File: src/rtl/addsub_pkg.sv
// Shared types and constants for the bit-serial add/subtract engine.
package addsub_pkg;

  // Control states of the serial engine.
  typedef enum logic [1:0] {
    IDLE = 2'd0,
    RUN  = 2'd1,
    DONE = 2'd2
  } state_e;

  // Default operand/result width.
  localparam int unsigned ADDSUB_WIDTH = 8;

endpackage

File: src/rtl/full_adder.sv
// One-bit full adder cell.
// Ports: a, b - addend bits; c - carry in; s - sum bit; cr - carry out.
module full_adder (
  input  logic a,
  input  logic b,
  input  logic c,
  output logic s,
  output logic cr
);

  assign s  = a ^ b ^ c;
  assign cr = (a & b) | (a & c) | (b & c);

endmodule

File: src/rtl/bit_serial_addsub.sv
// Bit-serial add/subtract engine: accepts two operands over a valid/ready
// handshake, ripples them LSB first through a single full_adder cell (one bit
// per clock) and presents result, carry and signed overflow over a second
// valid/ready handshake.
// Ports:
//   clk, rst_n            - clock, synchronous active-low reset
//   in_valid/in_ready     - operand handshake (a, b, sub)
//   out_valid/out_ready   - result handshake (result, carry_out, overflow)
//   bit_out/bit_valid     - serial tap of the sum bit produced each cycle
module bit_serial_addsub
  import addsub_pkg::*;
#(
  parameter int unsigned WIDTH = ADDSUB_WIDTH
) (
  input  logic             clk,
  input  logic             rst_n,
  input  logic             in_valid,
  output logic             in_ready,
  input  logic [WIDTH-1:0] a,
  input  logic [WIDTH-1:0] b,
  input  logic             sub,
  output logic             out_valid,
  input  logic             out_ready,
  output logic [WIDTH-1:0] result,
  output logic             carry_out,
  output logic             overflow,
  output logic             bit_out,
  output logic             bit_valid
);

  localparam int unsigned CNT_W = $clog2(WIDTH + 1);

  state_e           state_q, state_d;
  logic [WIDTH-1:0] a_q, a_d;
  logic [WIDTH-1:0] b_q, b_d;
  logic [WIDTH-1:0] res_q, res_d;
  logic [CNT_W-1:0] cnt_q, cnt_d;
  logic             carry_q, carry_d;
  logic             in_ready_q, in_ready_d;
  logic             out_valid_q, out_valid_d;
  logic             carry_out_q, carry_out_d;
  logic             ovf_q, ovf_d;
  logic             bit_out_q, bit_out_d;
  logic             bit_valid_q, bit_valid_d;

  logic fa_s;
  logic fa_cr;

  // Single adder cell fed by the low bits of the operand shift registers.
  full_adder u_fa (
    .a  (a_q[0]),
    .b  (b_q[0]),
    .c  (carry_q),
    .s  (fa_s),
    .cr (fa_cr)
  );

  // State and datapath registers.
  always_ff @(posedge clk) begin
    if (!rst_n) begin
      state_q     <= IDLE;
      a_q         <= '0;
      b_q         <= '0;
      res_q       <= '0;
      cnt_q       <= '0;
      carry_q     <= 1'b0;
      in_ready_q  <= 1'b1;
      out_valid_q <= 1'b0;
      carry_out_q <= 1'b0;
      ovf_q       <= 1'b0;
      bit_out_q   <= 1'b0;
      bit_valid_q <= 1'b0;
    end else begin
      state_q     <= state_d;
      a_q         <= a_d;
      b_q         <= b_d;
      res_q       <= res_d;
      cnt_q       <= cnt_d;
      carry_q     <= carry_d;
      in_ready_q  <= in_ready_d;
      out_valid_q <= out_valid_d;
      carry_out_q <= carry_out_d;
      ovf_q       <= ovf_d;
      bit_out_q   <= bit_out_d;
      bit_valid_q <= bit_valid_d;
    end
  end

  // Next-state and datapath update.
  always_comb begin
    state_d     = state_q;
    a_d         = a_q;
    b_d         = b_q;
    res_d       = res_q;
    cnt_d       = cnt_q;
    carry_d     = carry_q;
    in_ready_d  = in_ready_q;
    out_valid_d = out_valid_q;
    carry_out_d = carry_out_q;
    ovf_d       = ovf_q;
    bit_out_d   = bit_out_q;
    bit_valid_d = 1'b0;

    unique case (state_q)
      IDLE: begin
        if (in_valid) begin
          // Subtraction is A + ~B + 1: invert B here, seed carry with sub.
          a_d        = a;
          b_d        = sub ? ~b : b;
          carry_d    = sub;
          cnt_d      = '0;
          in_ready_d = 1'b0;
          state_d    = RUN;
        end
      end
      RUN: begin
        a_d         = a_q >> 1;
        b_d         = b_q >> 1;
        // Sum enters at the MSB so bit i lands at position i after WIDTH shifts.
        res_d       = {fa_s, res_q[WIDTH-1:1]};
        carry_d     = fa_cr;
        cnt_d       = cnt_q + CNT_W'(1);
        bit_out_d   = fa_s;
        bit_valid_d = 1'b1;
        if (cnt_q == CNT_W'(WIDTH - 1)) begin
          carry_out_d = fa_cr;
          // Signed overflow: carry into the MSB differs from carry out of it.
          ovf_d       = fa_cr ^ carry_q;
          out_valid_d = 1'b1;
          state_d     = DONE;
        end
      end
      DONE: begin
        if (out_ready) begin
          out_valid_d = 1'b0;
          in_ready_d  = 1'b1;
          state_d     = IDLE;
        end
      end
      default: begin
        state_d     = IDLE;
        in_ready_d  = 1'b1;
        out_valid_d = 1'b0;
      end
    endcase
  end

  assign in_ready  = in_ready_q;
  assign out_valid = out_valid_q;
  assign result    = res_q;
  assign carry_out = carry_out_q;
  assign overflow  = ovf_q;
  assign bit_out   = bit_out_q;
  assign bit_valid = bit_valid_q;

endmodule

File: config.mk
export PLATFORM = sky130hd
export DESIGN_NAME = bit_serial_addsub
export DESIGN_NICKNAME = d
export VERILOG_FILES = /design/src/rtl/addsub_pkg.sv /design/src/rtl/full_adder.sv /design/src/rtl/bit_serial_addsub.sv
export SDC_FILE = /design/constraint.sdc
export NUM_CORES = 1
export LEC_CHECK = 0
export CAP_MARGIN = 5
export CORE_MARGIN = 10
export CORE_UTILIZATION = 44
export CTS_CLUSTER_SIZE = 8
export DETAILED_ROUTE_END_ITERATION = 10
export PLACE_DENSITY_LB_ADDON = 0.08
export SETUP_SLACK_MARGIN = 0.4
export SLEW_MARGIN = 20
export SYNTH_ARGS = -nofsm -noshare
export SYNTH_HDL_FRONTEND = slang
export SYNTH_SLANG_ARGS = --single-unit
File: constraint.sdc
create_clock -name clk -period 1.1 [get_ports clk]
set_input_delay 0.165 -clock clk [delete_from_list [all_inputs] [get_ports clk]]
set_output_delay 0.165 -clock clk [all_outputs]
set_load 0.01 [all_outputs]
After elaboration in Yosys (flattened, before gate mapping)
Cells that the tools add are included.
Word-level totals
  input port bits: 21
  word-level logic and storage cells: 57
  register bits after elaboration: 37
  output and inout port bits: 14
Cells by class
  $add $sub $neg: 1
  reductions and logical operators: 7
  mux-type cells: 20
  bitwise logic cells: 11
  equality and inequality tests: 6
Operator list (number)
  $pmux W8 S2: 2
  $mux W8: 3
  $reduce_and A3 Y1: 3
  $not A8 Y8: 1
  $pmux W4 S2: 1
  $mux W1: 6
  $mux W2: 3
  $ne A2 B2 Y1 const B: 3
  $pmux W1 S3: 2
  $pmux W2 S3: 1
  $add A4 B1 Y4 const B: 1
  $eq A4 B3 Y1 const B: 1
  $mux W4: 1
  $reduce_and A2 Y1: 2
  $and A1 B1 Y1: 3
  $xor A1 B1 Y1: 3
  $eq A2 B1 Y1 const B: 1
  $eq A2 B2 Y1 const B: 1
  $logic_not A2 Y1: 1
  $not A1 Y1: 2
  $or A1 B1 Y1: 2
  $pmux W1 S2: 1
  $reduce_bool A2 Y1: 1

Depth between registers and ports, before layout
Gate-level depths: netlist (run 1).
  word-level depth: 4
  mapped depth: 5
  depth with buffers taken out: 4

Cells and area by module
A second synthesis (run 1) with hierarchy kept.
Unflattened totals
  cells, all modules: 181
  area total of the unflattened synthesis: 1632.8 um^2
By module, submodules not included
  bit_serial_addsub: instances 1, seq. area each 720.7 um^2, cells an instance 180, area each 1612.8 um^2
  full_adder: instances 1, seq. area each 0.0 um^2, cells an instance 1, area each 20.0 um^2

Worst setup path after synthesis (run 1)
Ideal clock, no wire load.
  path type: reg-to-reg
  from: register carry_q
  to: register ovf_q (netlist: overflow)
  buffers on the path: 0
  slack: -104 ps
  stages on the path, launching flop included: 4
  setup time: 86 ps
  required time: 1014 ps
  period minus slack after synthesis: 1204 ps
  data arrival time: 1118 ps
  cells stage by stage: dfxtp_1 > fa_1 > xnor2_1 > a211oi_1
On the way
  word-level cells in the longest chain between the ends: 4
  elaborated cells between the ends (all ways): 5
  those cells by class: 5 x bitwise
Ends and longest elaborated chain
  start: declaration: RTL line bit_serial_addsub.sv:38  | logic carry_q, carry_d;
  start signal: assignment: RTL line bit_serial_addsub.sv:79  | carry_q <= carry_d;
  $and A1 B1 Y1: RTL line full_adder.sv:12  | assign cr = (a & b) | (a & c) | (b & c);
  $or A1 B1 Y1: RTL line full_adder.sv:12
  $or A1 B1 Y1 *: RTL line full_adder.sv:12
  named net fa_cr: RTL line bit_serial_addsub.sv:47  | logic fa_cr;
  $xor A1 B1 Y1 *: RTL line bit_serial_addsub.sv:128  | ovf_d = fa_cr ^ carry_q;
  end signal: assignment: RTL line bit_serial_addsub.sv:83  | ovf_q <= ovf_d;
  end: declaration: RTL line bit_serial_addsub.sv:42  | logic ovf_q, ovf_d;
Mark *: on every way through the listed nets, which the timed path passes. The rest lies on a longest branch.
A chain may end at the register's enable or synchronous reset.

Worst setup path after layout (run 1)
  from: register a_q[0]
  to: register ovf_q (netlist: overflow)
On the way
  word-level cells in the longest chain between the ends: 4
  elaborated cells between the ends (all ways): 5
  those cells by class: 5 x bitwise
Ends and longest elaborated chain
  start: declaration: RTL line bit_serial_addsub.sv:34  | logic [WIDTH-1:0] a_q, a_d;
  start signal: assignment: RTL line bit_serial_addsub.sv:62  | a_q <= '0;
  start signal: assignment: RTL line bit_serial_addsub.sv:75  | a_q <= a_d;
  $and A1 B1 Y1: RTL line full_adder.sv:12
  $or A1 B1 Y1 * (2 in series): RTL line full_adder.sv:12
  named net fa_cr: RTL line bit_serial_addsub.sv:47
  $xor A1 B1 Y1 *: RTL line bit_serial_addsub.sv:128
Marks and branches as above.

==> impl_metrics.yaml, run 1 <==
status:
  status: "finished, violations left"
  violations: "setup timing"
global_routing:
  grt_pass1_vias: 1553
  grt.overflow.total: 0
  antenna_found_initial: 0
  grtUsageTotal_pct: 14.1
  grt_pass1_wl_mm: 7.24
  grt_max_degree: 12
synth:
  synth_common_cells: "36 x dfxtp_1, 20 x a21oi_1, 19 x nand2_1"
  syn_inst: 170
  ys_ff_latch: 36
  ys_async_sr_fraction_pct: 0
  ys_warn_count: 0
  yosysUniqueCellTypes: 35
  synth_top_area_share_pct: 47.8
  synthMostInstantiatedCell: "dfxtp_1"
  synthTopCellsByArea: "dfxtp_1 48%, a21oi_1 6.6%, nand2_1 4.7%"
  syn-num-nets: 193
  synth_edf_count: 0
  syn_area_per_cell_um2: 8.87
  synthFlopType: "dfxtp_1"
  syn-cell-area_mm2: 0.00151
  yosysTopAreaCell: "dfxtp_1"
  synth-seq-area-share_pct: 47.8
timing:
  final_max_slew_viol_count: 0
  tightest_slew_ns: 0.261
  period_share_pct: 111
  fmaxAchievable_ghz: 0.820
  min_period_ns: 1.22
  hold_violations: 0
  rsz0062_at_grt: "true"
  clock_skew_ns: 0.0110
  relSlewSlack_pct: 82.6
  setup_ws_ns: -0.120
  setup_violations: 21
detailed_routing:
  drc_errors: 0
  first_iter_violations: 99
  firstDrtPassIters: 4
  drt_wl_total_mm: 5.12
  wl_per_cell_um: 17.8
  antenna_left: 0
  viasPerCell: 5.43
  vias: 1564
die:
  die-area_mm2: 0.00617
  coreArea_mm2: 0.00331
  die_y_um: 78.5
  num_io_pins: 35
  die_x_um: 78.5
  start_util_pct: 45.5
  rows: 21
job:
  max_cap_violations: 0
finish:
  final_nets: 264
  antenna_cells: 0
  stdcell_count: 288
  drive_gt1_share_pct: 56.2
  area_delta_synth_final_pct: 78.7
  post-route-util_pct: 81.4
min_path:
  hp-class: "input port to flip-flop"
  whs_path_depth: 3
  min_from: "rst_n"
  holdPathEnd: "b_q[1]"
pwr:
  power_frac_clock_pct: 27.4
  seqPwrFrac_pct: 49.3
  p_switching_mw: 0.783
  internal_power_mw: 2.12
  peakVddDrop_v: 0.000605
  switching_share_pct: 26.9
  p_per_area_mw_per_mm2: 1080
  pwr-share-comb_pct: 23.3
  power.leakage_nw: 1.06
place:
  dp.cells: 257
  dp_hpwl_mm: 2.90
  place.port_buffers: 34
  globalplace.congestion: 0.755
worst_setup_path:
  end_kind: "flip-flop"
  required_ns: 1.36
  reg2reg_depth: 3
  r2r_end: "overflow"
  r2r_slack_ns: -0.12
  r2r-start: "a_q[0]"
  cp_max_fo: 3
  path_class: "flip-flop to flip-flop"
  start_kind: "flip-flop"
  crit_arrival_ns: 1.48
cts:
  numCtsBuffers: 5
  cts_max_path_buffers: 2
  clk_latency_ns: 0.34
  cts.sinks: 36
  path_clk_slew_ns: 0.11
  h-tree-depth: 2
  cts_root_buf: "clkbuf_4"
  cts_tree: "done"
repair_timing:
action / CTS / global route
resized for setup: 112 / 39
hold buffers: 0 / 0
pin swaps: 7 / 10
setup buffers: 11 / 9
endpoints found under the setup margin: 50 / 50
gates cloned: 2 / 1
state kept, by name (all words and copies together) (netlist names):
signal     flops
bit_out        1
b_q            8
out_valid      1
carry_q        1
overflow       1
a_q            8
cnt_q          4
bit_valid      1
carry_out      1
result         7
in_ready       1
state_q        2
per-stage QoR:
step	cell area [um2]	power [mW]	setup TNS (ns)	hold WS, ns	setup slack [ns]
after global routing	2690	3.05	-2.09	0.256	-0.186
final	2690	2.91	-0.721	0.255	-0.120
after global placement	2110	1.91	-7.16	0.444	-0.316
after detailed placement	2110	1.93	-7.99	0.459	-0.351
after floorplan	1620	1.71	0	0.300	0.0187
after CTS	2440	2.81	-0.274	0.383	-0.0410
logic make-up (layout without fill, tap and decap cells):
kind of cell / count (synthesis) / after routing / synth area share (%)
buf+inv: 15 / 87 / 4.65
mux: 1 / 1 / 0.664
xor+xnor: 9 / 9 / 5.23
flops: 36 / 36 / 47.8
fa+ha+maj: 2 / 2 / 2.16
simple gates: 46 / 46 / 13.9
compound gates: 61 / 61 / 25.6
critical path, cell delays in order, from the launching register on:
cell and delay, ns:
dfxtp_2 0.36, fa_2 0.42, xnor2_1 0.16, a211oi_1 0.21
power groups by stage:
stage	sequential [mW]	clock (mW)	combinational [mW]
after detailed placement	1.46	0	0.469
after global routing	1.44	0.887	0.718
final	1.43	0.796	0.678
after global placement	1.45	0	0.458
after floorplan	1.45	0	0.263
after CTS	1.43	0.819	0.568
worst max-delay path by stage:
stage                   from  endpoint  slack [ns]  depth (start not counted)
global route          a_q[0]  overflow       -0.19                          3
detailed placement  in_valid    b_q[0]       -0.35                          4
global placement    in_valid    b_q[0]       -0.32                          4
floorplan             a_q[0]  overflow        0.02                          3
finish                a_q[0]  overflow       -0.12                          3
CTS                   a_q[0]  overflow       -0.04                          3
final cells by class:
type | instances | area [um2]
multi-input combinational | 119 | 1010
timing repair buffer | 76 | 795
sequential | 36 | 752
fill | 205 | 617
clock buffer | 8 | 68.8
tap | 46 | 57.6
inverter | 3 | 11.3
placed cells by master (no fill, tap or decap), drive strengths merged, types with 9 or more instances in the layout:
master and count:
o21ai 10, nor2 12, nand2 19, a21oi 20, buf 54, clkdlybuf4s50 18, dfxtp 36, clkbuf 9
per-layer routing:
metal	GRT usage (%)	wire length, um	up-vias
met5	0	0	-
met4	3.76	50	0
met3	4.56	205	6
met2	24.7	2730	32
met1	16.1	2140	773
li1	-	-	753
Power figures use the tool's default switching activity.
==> run 2: changes to the inputs <==
--- a/config.mk
+++ b/config.mk
@@ -7,9 +7,10 @@
 export LEC_CHECK = 0
 export CAP_MARGIN = 5
 export CORE_MARGIN = 10
-export CORE_UTILIZATION = 44
+export CORE_UTILIZATION = 45
 export CTS_CLUSTER_SIZE = 8
 export DETAILED_ROUTE_END_ITERATION = 10
+export MAX_ROUTING_LAYER = met4
 export PLACE_DENSITY_LB_ADDON = 0.08
 export SETUP_SLACK_MARGIN = 0.4
 export SLEW_MARGIN = 20
==> constraint.sdc (replaced) <==
create_clock -name clk -period 1.5 [get_ports clk]
set_input_delay 0.225 -clock clk [delete_from_list [all_inputs] [get_ports clk]]
set_output_delay 0.225 -clock clk [all_outputs]
set_load 0.01 [all_outputs]
==> impl_metrics.yaml, run 2 (synthesis results as in run 1) <==
timing:
  tightest_slew_ns: 0.314
  setup_violations: 0
  rsz0062_at_grt: "true"
  relSlewSlack_pct: 79.1
  fmaxAchievable_ghz: 0.791
  clock_skew_ns: 0.0112
  min_period_ns: 1.26
  hold_ws_ns: 0.459
  period_share_pct: 84.3
  final_max_slew_viol_count: 0
  hold_violations: 0
  setup_ws_ns: 0.235
die:
  die-area_mm2: 0.00607
  die_y_um: 77.9
  rows: 20
  num_io_pins: 35
  coreArea_mm2: 0.00313
  start_util_pct: 48.2
  die_x_um: 77.9
worst_setup_path:
  crit_arrival_ns: 1.53
  reg2reg_depth: 5
  required_ns: 1.77
  end_kind: "flip-flop"
  critical_path.max_stage_delay_ns: 0.38
  critical_path_buf_inv_count: 2
  crit_top_cell: "buf_6"
  start_kind: "flip-flop"
  path_cells: "buf_6 -> nor2b_4 -> buf_6 -> a21oi_1 -> a211oi_2"
  r2r-start: "state_q[0]"
  r2r_end: "overflow"
  cpLargestDelayFamily: "flip-flops"
  cp_max_fo: 5
  cpMaxStageDelayCell: "dfxtp_4"
  r2r_slack_ns: 0.24
  path_class: "flip-flop to flip-flop"
global_routing:
  grt_max_degree: 12
  grt_pass1_vias: 1443
  grtUsageTotal_pct: 15.0
  antenna_found_initial: 0
  grt_pass1_wl_mm: 7.19
  grt.overflow.total: 0
min_path:
  min_from: "result[0]"
  holdPathEnd: "result[0]"
  hp-class: "flip-flop to flip-flop"
  whs_path_depth: 2
detailed_routing:
  first_iter_violations: 108
  firstDrtPassIters: 4
  wl_per_cell_um: 17.1
  antenna_left: 0
  drt_wl_total_mm: 4.77
  viasPerCell: 5.48
  vias: 1528
  drc_errors: 0
place:
  dp_hpwl_mm: 2.78
  dp.cells: 246
  place.port_buffers: 34
  dp_worst_setup_slack_ns: -0.291
  globalplace.congestion: 0.831
cts:
  numCtsBuffers: 5
  h-tree-depth: 2
  cts_root_buf: "clkbuf_4"
  cts.sinks: 36
  cts_tree: "done"
  cts_max_path_buffers: 2
  clk_latency_ns: 0.35
  path_clk_slew_ns: 0.12
finish:
  antenna_cells: 0
  post-route-util_pct: 78.0
  area_delta_synth_final_pct: 61.9
  seqCellArea_um2: 752
  drive_gt1_share_pct: 50.6
  layout_commonest_cell: "buf_4"
  final_nets: 257
  stdcell_count: 279
  layout_common_cells: "21 x buf_4, 19 x dfxtp_1, 19 x clkdlybuf4s50_1"
  fillCellCount: 209
  multi_input_area_um2: 965
pwr:
  p_total_mw: 2.04
  power.leakage_nw: 0.939
  p_per_area_mw_per_mm2: 834
  peakVddDrop_v: 0.000550
status:
  status: "completed"
job:
  max_cap_violations: 0
[run 2: per-stage QoR]
stage | setup TNS [ns] | area [um2]
floorplan | 0 | 1510
global placement | -1.98 | 1920
detailed placement | -2.95 | 1920
CTS | 0 | 2250
global route | 0 | 2440
finish | 0 | 2440
[run 2: how the worst max path moves through the flow]
stage,start,endpoint,cells after the start
finish,state_q[0],overflow,5
global route,state_q[0],overflow,5
CTS,b_q[0],overflow,3
detailed placement,in_valid,b_q[4],4
global placement,in_valid,b_q[5],4
floorplan,state_q[1],cnt_q[3],3
[run 2: metal layers]
metal	global-route usage, %	share of wire [%]	vias to the layer above
li1	-	-	739
met1	18.4	44	736
met2	22.2	50	45
met3	4.95	4.5	8
met4	5.84	1.2	0
met5	-	0	-
[run 2: worst min-delay path, delay by kind of cell (launching register included)]
family,cells,cell delay (ns)
AOI/OAI and AO/OA,1,0.05
DFF,1,0.34
and+or+nand+nor,1,0.05
[run 2: report_power, final]
group          internal, mW  switching (mW)  total (mW)
Clock                 0.223           0.333       0.556
Combinational         0.232           0.201       0.433
Sequential             1.00          0.0423        1.05
[run 2: timing repair]
action	in CTS	in global routing
resized for setup	111	38
hold buffers	0	0
pin swaps	20	16
buffers inserted	14	6
endpoints found under the hold margin	0	0
endpoints found under the setup margin	49	41
cloned	4	1
[run 2: layout make-up]
| class | count | area share [%] |
|---|---|---|
| clock buffer | 6 | 2.10 |
| timing repair buffer | 67 | 24.3 |
| tap | 44 | 2.26 |
| inverter | 3 | 0.615 |
| sequential | 36 | 30.8 |
| clock inverter | 2 | 0.410 |
| multi-input combinational | 121 | 39.5 |
==> run 3: changes to the inputs <==
--- a/config.mk
+++ b/config.mk
@@ -7,7 +7,7 @@
 export LEC_CHECK = 0
 export CAP_MARGIN = 5
 export CORE_MARGIN = 10
-export CORE_UTILIZATION = 45
+export CORE_UTILIZATION = 44
 export CTS_CLUSTER_SIZE = 8
 export DETAILED_ROUTE_END_ITERATION = 10
 export MAX_ROUTING_LAYER = met4
==> constraint.sdc (replaced) <==
create_clock -name clk -period 1.1 [get_ports clk]
set_input_delay 0.165 -clock clk [delete_from_list [all_inputs] [get_ports clk]]
set_output_delay 0.165 -clock clk [all_outputs]
set_load 0.01 [all_outputs]
==> impl_metrics.yaml, run 3 (synthesis results as in run 1) <==
detailed_routing:
  firstDrtPassIters: 4
  drt_wl_total_mm: 5.15
  drc_errors: 0
  wl_per_cell_um: 17.9
  vias: 1566
  first_iter_violations: 99
  antenna_left: 0
  viasPerCell: 5.44
pwr:
  p_per_area_mw_per_mm2: 1080
  p_total_mw: 2.91
  peakVddDrop_v: 0.000605
  internal_power_mw: 2.12
  switching_share_pct: 27.0
  power_frac_clock_pct: 27.4
  power.leakage_nw: 1.06
  p_switching_mw: 0.786
  seqPwrFrac_pct: 49.3
  pwr-share-comb_pct: 23.4
worst_setup_path:
  cpMaxStageDelayCell: "fa_2"
  path_class: "flip-flop to flip-flop"
  r2r_end: "overflow"
  setup.worst_path.start: "a_q[0]"
  crit_arrival_ns: 1.47
  r2r_slack_ns: -0.11
  start_kind: "flip-flop"
  path_cells: "fa_2 -> xnor2_1 -> a211oi_1"
  critical_path.max_stage_delay_ns: 0.43
  end_kind: "flip-flop"
  reg2reg_depth: 3
  r2r-start: "a_q[0]"
  required_ns: 1.36
  cp_max_fo: 3
die:
  die_y_um: 78.5
  start_util_pct: 45.5
  die_x_um: 78.5
  rows: 21
  die-area_mm2: 0.00617
  coreArea_mm2: 0.00331
  num_io_pins: 35
place:
  dp_hpwl_mm: 2.90
  dp.cells: 257
  place.port_buffers: 34
  post_dp_cell_area_mm2: 0.00211
  globalplace.congestion: 0.764
  dp_worst_setup_slack_ns: -0.351
timing:
  setup_ws_ns: -0.111
  tns_ns: -0.798
  hold_ws_ns: 0.255
  fmaxAchievable_ghz: 0.826
  relSlewSlack_pct: 82.3
  setup_violations: 22
  min_period_ns: 1.21
  tightest_slew_ns: 0.265
  hold_violations: 0
  period_share_pct: 110
  rsz0062_at_grt: "true"
  final_max_slew_viol_count: 0
  clock_skew_ns: 0.0121
global_routing:
  grt_pass1_wl_mm: 7.24
  grt.overflow.total: 0
  grt_pass1_vias: 1551
  grtUsageTotal_pct: 14.5
  antenna_found_initial: 0
  grt_max_degree: 12
cts:
  cts_root_buf: "clkbuf_4"
  numCtsBuffers: 5
  clk_latency_ns: 0.34
  path_clk_slew_ns: 0.11
  cts_max_path_buffers: 2
  cts.sinks: 36
  h-tree-depth: 2
  cts_tree: "done"
status:
  status: "finished, violations left"
  violations: "setup timing"
finish:
  post-route-util_pct: 81.4
  antenna_cells: 0
  area_delta_synth_final_pct: 78.7
  layout_common_cells: "25 x buf_6, 25 x buf_4, 19 x dfxtp_1"
  stdcell_count: 288
  drive_gt1_share_pct: 56.2
  design_area_mm2: 0.00269
  fillCellCount: 205
  final_nets: 264
min_path:
  holdPathEnd: "b_q[1]"
  hp-class: "input port to flip-flop"
  whs_path_depth: 3
  min_from: "rst_n"
job:
  max_cap_violations: 0
## run 3: layout make-up
| type | count | area, um2 | area share, % |
|---|---|---|---|
| sequential | 36 | 752 | 27.9 |
| clock buffer | 8 | 68.8 | 2.55 |
| tap | 46 | 57.6 | 2.14 |
| multi-input combinational | 119 | 1010 | 37.5 |
| inverter | 3 | 11.3 | 0.418 |
| timing repair buffer | 76 | 795 | 29.5 |
## run 3: power by group through the flow
stage,Combinational (mW),Sequential (mW),Clock [mW]
4_1_cts,0.568,1.43,0.819
3_5_place_dp,0.469,1.46,0
6_report,0.680,1.43,0.796
5_1_grt,0.718,1.44,0.887
2_1_floorplan,0.263,1.45,0
3_3_place_gp,0.458,1.45,0
## run 3: worst max-delay path by stage
stage / to / depth (start not counted)
after floorplan: overflow / 3
after global placement: b_q[0] / 4
after detailed placement: b_q[0] / 4
after CTS: overflow / 3
after global routing: overflow / 3
final: overflow / 3
## run 3: worst max-delay path: cells and delay by family (launching register included)
kind,cells,cell delay [ns]
AOI/OAI and AO/OA,1,0.21
DFF,1,0.36
xor gates and xnor gates,1,0.16
adders and majority gates,1,0.43
## run 3: repair_timing
action | in CTS | in global routing
endpoints found under the setup margin | 50 | 50
cloned | 2 | 1
hold endpoints to repair | 0 | 0
hold buffers | 0 | 0
gates resized for setup | 112 | 39
buffers inserted | 11 | 9
pin swaps | 7 | 10
## run 3: metal layers
| layer | track usage (%) | share of wire [%] | wire length, um | vias to the layer above |
|---|---|---|---|---|
| met3 | 4.44 | 4.0 | 207 | 6 |
| met2 | 24.7 | 53 | 2720 | 38 |
| li1 | - | - | - | 750 |
| met1 | 16.1 | 42 | 2170 | 772 |
| met4 | 3.76 | 0.97 | 50 | 0 |
| met5 | - | 0 | 0 | - |
==> RTL edit 1 (settings of run 1) <==
Re-encode `state_e` (3 states) as one-hot, 3 bits wide.
--- a/src/rtl/addsub_pkg.sv
+++ b/src/rtl/addsub_pkg.sv
@@ -4,6 +4,6 @@
   // Control states of the serial engine.
-  typedef enum logic [1:0] {
-    IDLE = 2'd0,
-    RUN  = 2'd1,
-    DONE = 2'd2
+  typedef enum logic [2:0] {
+    IDLE = 3'b001,
+    RUN  = 3'b010,
+    DONE = 3'b100
   } state_e;
Formal check against the unedited RTL: same outputs for any inputs over 10 cycles, from zero or initial values and one cycle with rst_n low; not proved beyond that.
==> RTL edit 1 against run 1 <==
  * The flow still finishes with violations (setup timing)
  * Power grew 15%
  * Fmax shrank 16%
  * Die area rose by 4.9%
  * Via count rose by 13%
  * Area after synthesis increased by 6.6%
  * Wire length rose by 0.94%
  * Final cell count rose by 11%
  * Setup slack got worse by 0.23 ns
  * Count of clock-buffer cells in the layout shrank 3
  * Critical path depth is 2 higher
  * Core utilization rose by 1.1 points
  * Final area rose by 5.3%
  * Sequential cell count grew 1
  * Critical endpoint is now cnt_q[3]$_SDFFE_PN0P_
  * Highest routed layer unchanged
==> RTL edit 1: results (changes against run 1) <==
status complete, but fails checks (unchanged); failing checks setup timing (unchanged); Synth Net Count 210 (was 193); Final Skew 0.002790 ns (was 0.01100 ns); Netlist cell types 36 (was 35); final non-filler cell total 319 (was 288); die area 0.006472 sq mm (was 0.006168 sq mm); initial DRC count 130 (was 99); Sequential Power Share 43.8% (was 49.3%); post-synthesis adder-cell area fraction 2.023% (was 2.158%); synth cell count leaders 37 x dfxtp_1, 25 x a21oi_1, 22 x nand2_1, 14 x nand3_1, 11 x nor3_1 (was 36 x dfxtp_1, 20 x a21oi_1, 19 x nand2_1, 12 x nor2_1, 9 x o21ai_0); hold_ws 0.4540 ns (was 0.2547 ns); routability congestion estimate 0.8642 (was 0.7546); Post-DP HPWL 3.152 mm (was 2.896 mm); largest net degree at the start of global routing 18 (was 12); Placed Instances 286 (was 257); Compound-Gate Fraction of Synth Area 19.38% (was 25.56%); CTS root buffer clkbuf_8 (was clkbuf_4); Static Leakage 1.153 nW (was 1.064 nW); global routing met1 resource utilization 14.90% (was 16.10%); synth top area cells dfxtp_1 46%, a21oi_1 7.8%, nand2_1 5.1% (was dfxtp_1 48%, a21oi_1 6.6%, nand2_1 4.7%); share of layout cells above drive strength 1 49.45% (was 56.20%); clk_lat worst skew 0.28 ns (was 0.34 ns); routed wl met3 306 microns (was 205 microns); Slew @ Worst Pin 0.2576 ns (was 0.2613 ns); post-synthesis mux area share 1.245% (was 0.6639%); sequential share of the synthesized area 46.07% (was 47.80%); Post-Place Setup Slack -0.4933 ns (was -0.3505 ns); Worst Setup Slack, final -0.3505 ns (was -0.1199 ns); CTS clk-pin slew, worst paths 0.08 ns (was 0.11 ns); data arrival time of the critical path 1.62 ns (was 1.48 ns); Clk pwr share 35.2% (was 27.4%); post-DR vias/cell 5.561 (was 5.431); worst vdd ir 0.7999 mV (was 0.6054 mV); final-report setup violation count 37 (was 21); power density cells 1177 mW/mm^2 (was 1079 mW/mm^2); Met1 Routed Length 2.087 mm (was 2.137 mm); xor-xnor portion of the synthesized cell area 4.903% (was 5.228%); placed instance area 0.002255 sq mm (was 0.002110 sq mm); FF-to-FF path depth 5 (was 3); Int Pwr 0.002491 W (was 0.002124 W); GR Util met3 4.677% (was 4.556%)
-- RTL edit 1: worst paths after layout --
path / startpoint / end
worst max-delay path: state_q[1]$_SDFFE_PN0P_ / cnt_q[3]$_SDFFE_PN0P_
worst min-delay path: a[7] / a_q[7]$_SDFFE_PN0P_
worst max register to register: state_q[1]$_SDFFE_PN0P_ / cnt_q[3]$_SDFFE_PN0P_
worst min register to register: result[0]$_SDFFE_PN0P_ / result[0]$_SDFFE_PN0P_
-- RTL edit 1: layout make-up --
class	instances	area, sq um
Sequential cell	37	763.2
Clock inverter	3	46.29
Tap cell	46	57.56
Timing Repair Buffer	95	947.2
Fill cell	212	604.3
Inverter	2	7.507
Clock buffer	5	68.82
Multi-Input combinational cell	131	947.2
-- RTL edit 1: timing repair --
| item | in CTS | in global routing |
|---|---|---|
| endpoints found under the setup margin | 51 | 51 |
| pin swaps | 14 | 7 |
| cloned | 1 | 0 |
| resized for setup | 118 | 24 |
| setup buffers | 17 | 7 |
==> RTL edit 2 (settings of run 1) <==
Without the edit above. Set the package constant `ADDSUB_WIDTH` to 16 (it was 8).
--- a/src/rtl/addsub_pkg.sv
+++ b/src/rtl/addsub_pkg.sv
@@ -11,3 +11,3 @@
   // Default operand/result width.
-  localparam int unsigned ADDSUB_WIDTH = 8;
+  localparam int unsigned ADDSUB_WIDTH = 16;
 
Ports: changed (resized a, b and result); port bits go from 35 to 59. No check against the original RTL was run, so the function may have changed too.
==> RTL edit 2 against run 1 <==
  * The run still ends with setup timing left
  * Highest routed layer unchanged
  * Largest power group unchanged
  * Area after synthesis increased by 71%
  * Global-route usage is 3.0 points higher
  * Clock power grew to 2.8 times the old value
  * Sequential power is 72% higher
  * Power grew 100%
  * Sequential share of layout area shrank 0.85 points
  * Setup slack worse by 0.10 ns
  * Sequential cell count rose by 25
  * Wire length grew 76%
  * Final area rose by 73%
  * Non-clock buffer count is 45 higher
  * First-iteration DRC count increased by 19%
  * Largest cell class unchanged
  * Clock skew decreased by 0.0076 ns
==> RTL edit 2: results (changes against run 1) <==
Worst Setup Slack, final -0.2236 ns (was -0.1199 ns); Met1 Routed Length 3.515 mm (was 2.137 mm); Post-DP HPWL 4.617 mm (was 2.896 mm); worst vdd ir 1.084 mV (was 0.6054 mV); CTS clk-pin slew, worst paths 0.07 ns (was 0.11 ns); Static Leakage 1.789 nW (was 1.064 nW); routed wl met3 424 microns (was 205 microns); routability congestion estimate 0.7612 (was 0.7546); via count 2,636 (was 1,564); status complete, but fails checks (unchanged); H-tree depth 3 (was 2); # port buffers 58 (was 34); failing checks setup timing (unchanged); placed instance area 0.003525 sq mm (was 0.002110 sq mm); global-route wire length before repair 12.55 mm (was 7.238 mm); met2 wire len 4.867 mm (was 2.726 mm); post-CTS setup buffer count 19 (was 11); CTS resizes 216 (was 112); final-report setup violation count 50 (was 21); initial DRC count 118 (was 99); CP top delay family buffers and inverters (was adder cells); Num CTS Buffers 9 (was 5); sequential share of the synthesized area 47.40% (was 47.80%); Max stage delay on crit path 0.61 ns (was 0.42 ns); Netlist cell types 36 (was 35)
-- RTL edit 2: cell count changes in the layout (fill, tap and decap cells not counted), moves of 8 or more --
| cell | before | now |
|---|---|---|
| buf_4 | 25 | 37 |
| nand2_1 | 10 | 24 |
| dfxtp_1 | 19 | 34 |
| clkbuf_8 | 2 | 10 |
| a221o_1 | 0 | 15 |
| dfxtp_2 | 13 | 25 |
| clkdlybuf4s50_1 | 18 | 36 |
| nor2_1 | 10 | 23 |
| buf_6 | 25 | 33 |
| a21oi_1 | 9 | 23 |
| nor2_4 | 1 | 9 |
-- RTL edit 2: final cells by class --
type,count,share of cell area (%)
timing repair inverter,2,0.5375
inverter,4,0.6450
multi-input combinational,202,36.25
clock inverter,5,1.182
timing repair buffer,121,28.89
tap,72,1.935
sequential,61,27.06
clock buffer,11,3.494
-- RTL edit 2: cells by family (layout without fill, tap and decap cells) --
| kind of cell | count (synthesis) | in the layout | synth area share [%] |
|---|---|---|---|
| compound gates | 95 | 95 | 24.67 |
| xor+xnor | 17 | 17 | 5.780 |
| fa+ha+maj | 3 | 3 | 1.748 |
| buf+inv | 26 | 143 | 5.245 |
| flops | 61 | 61 | 47.40 |
| mux | 1 | 1 | 0.3886 |
| simple gates | 86 | 86 | 14.76 |
-- RTL edit 2: final timing paths --
| check | startpoint | end | slack, ns | cells past startpoint |
|---|---|---|---|---|
| min reg2reg | result[0]$_SDFFE_PN0P_ | result[0]$_SDFFE_PN0P_ | 0.46 | 2 |
| min | result[0]$_SDFFE_PN0P_ | result[0]$_SDFFE_PN0P_ | 0.46 | 2 |
| max | in_valid | b_q[1]$_SDFFE_PN0P_ | -0.22 | 5 |
| max reg2reg | state_q[1]$_SDFFE_PN0P_ | b_q[1]$_SDFFE_PN0P_ | -0.20 | 4 |
-- RTL edit 2: through the flow --
| stage | total power, W | instances | setup TNS [ns] | hold slack [ns] |
|---|---|---|---|---|
| 6_report | 0.005905 | 478 | -5.892 | 0.4641 |
| 5_1_grt | 0.006101 | 478 | -7.167 | 0.4661 |
| 4_1_cts | 0.005694 | 468 | -3.970 | 0.4377 |
| 3_5_place_dp | 0.003267 | 427 | -17.59 | 0.4463 |
| 3_3_place_gp | 0.003253 | 427 | -16.72 | 0.4393 |
| 2_1_floorplan | 0.002946 | 289 | -1.421 | 0.3133 |
-- RTL edit 2: power breakdown --
group	switching [W]	total, W	internal [W]	leakage [nW]
logic	0.000563	0.00125	0.000691	1.16
clock network	0.000943	0.00219	0.00124	0.115
registers	0.000125	0.00246	0.00234	0.512
-- RTL edit 2: routing by layer --
metal,global-route usage [%],vias up
met5,0,-
met4,5.811,0
met3,4.395,16
met2,30.57,71
met1,19.32,1295
li1,-,1254
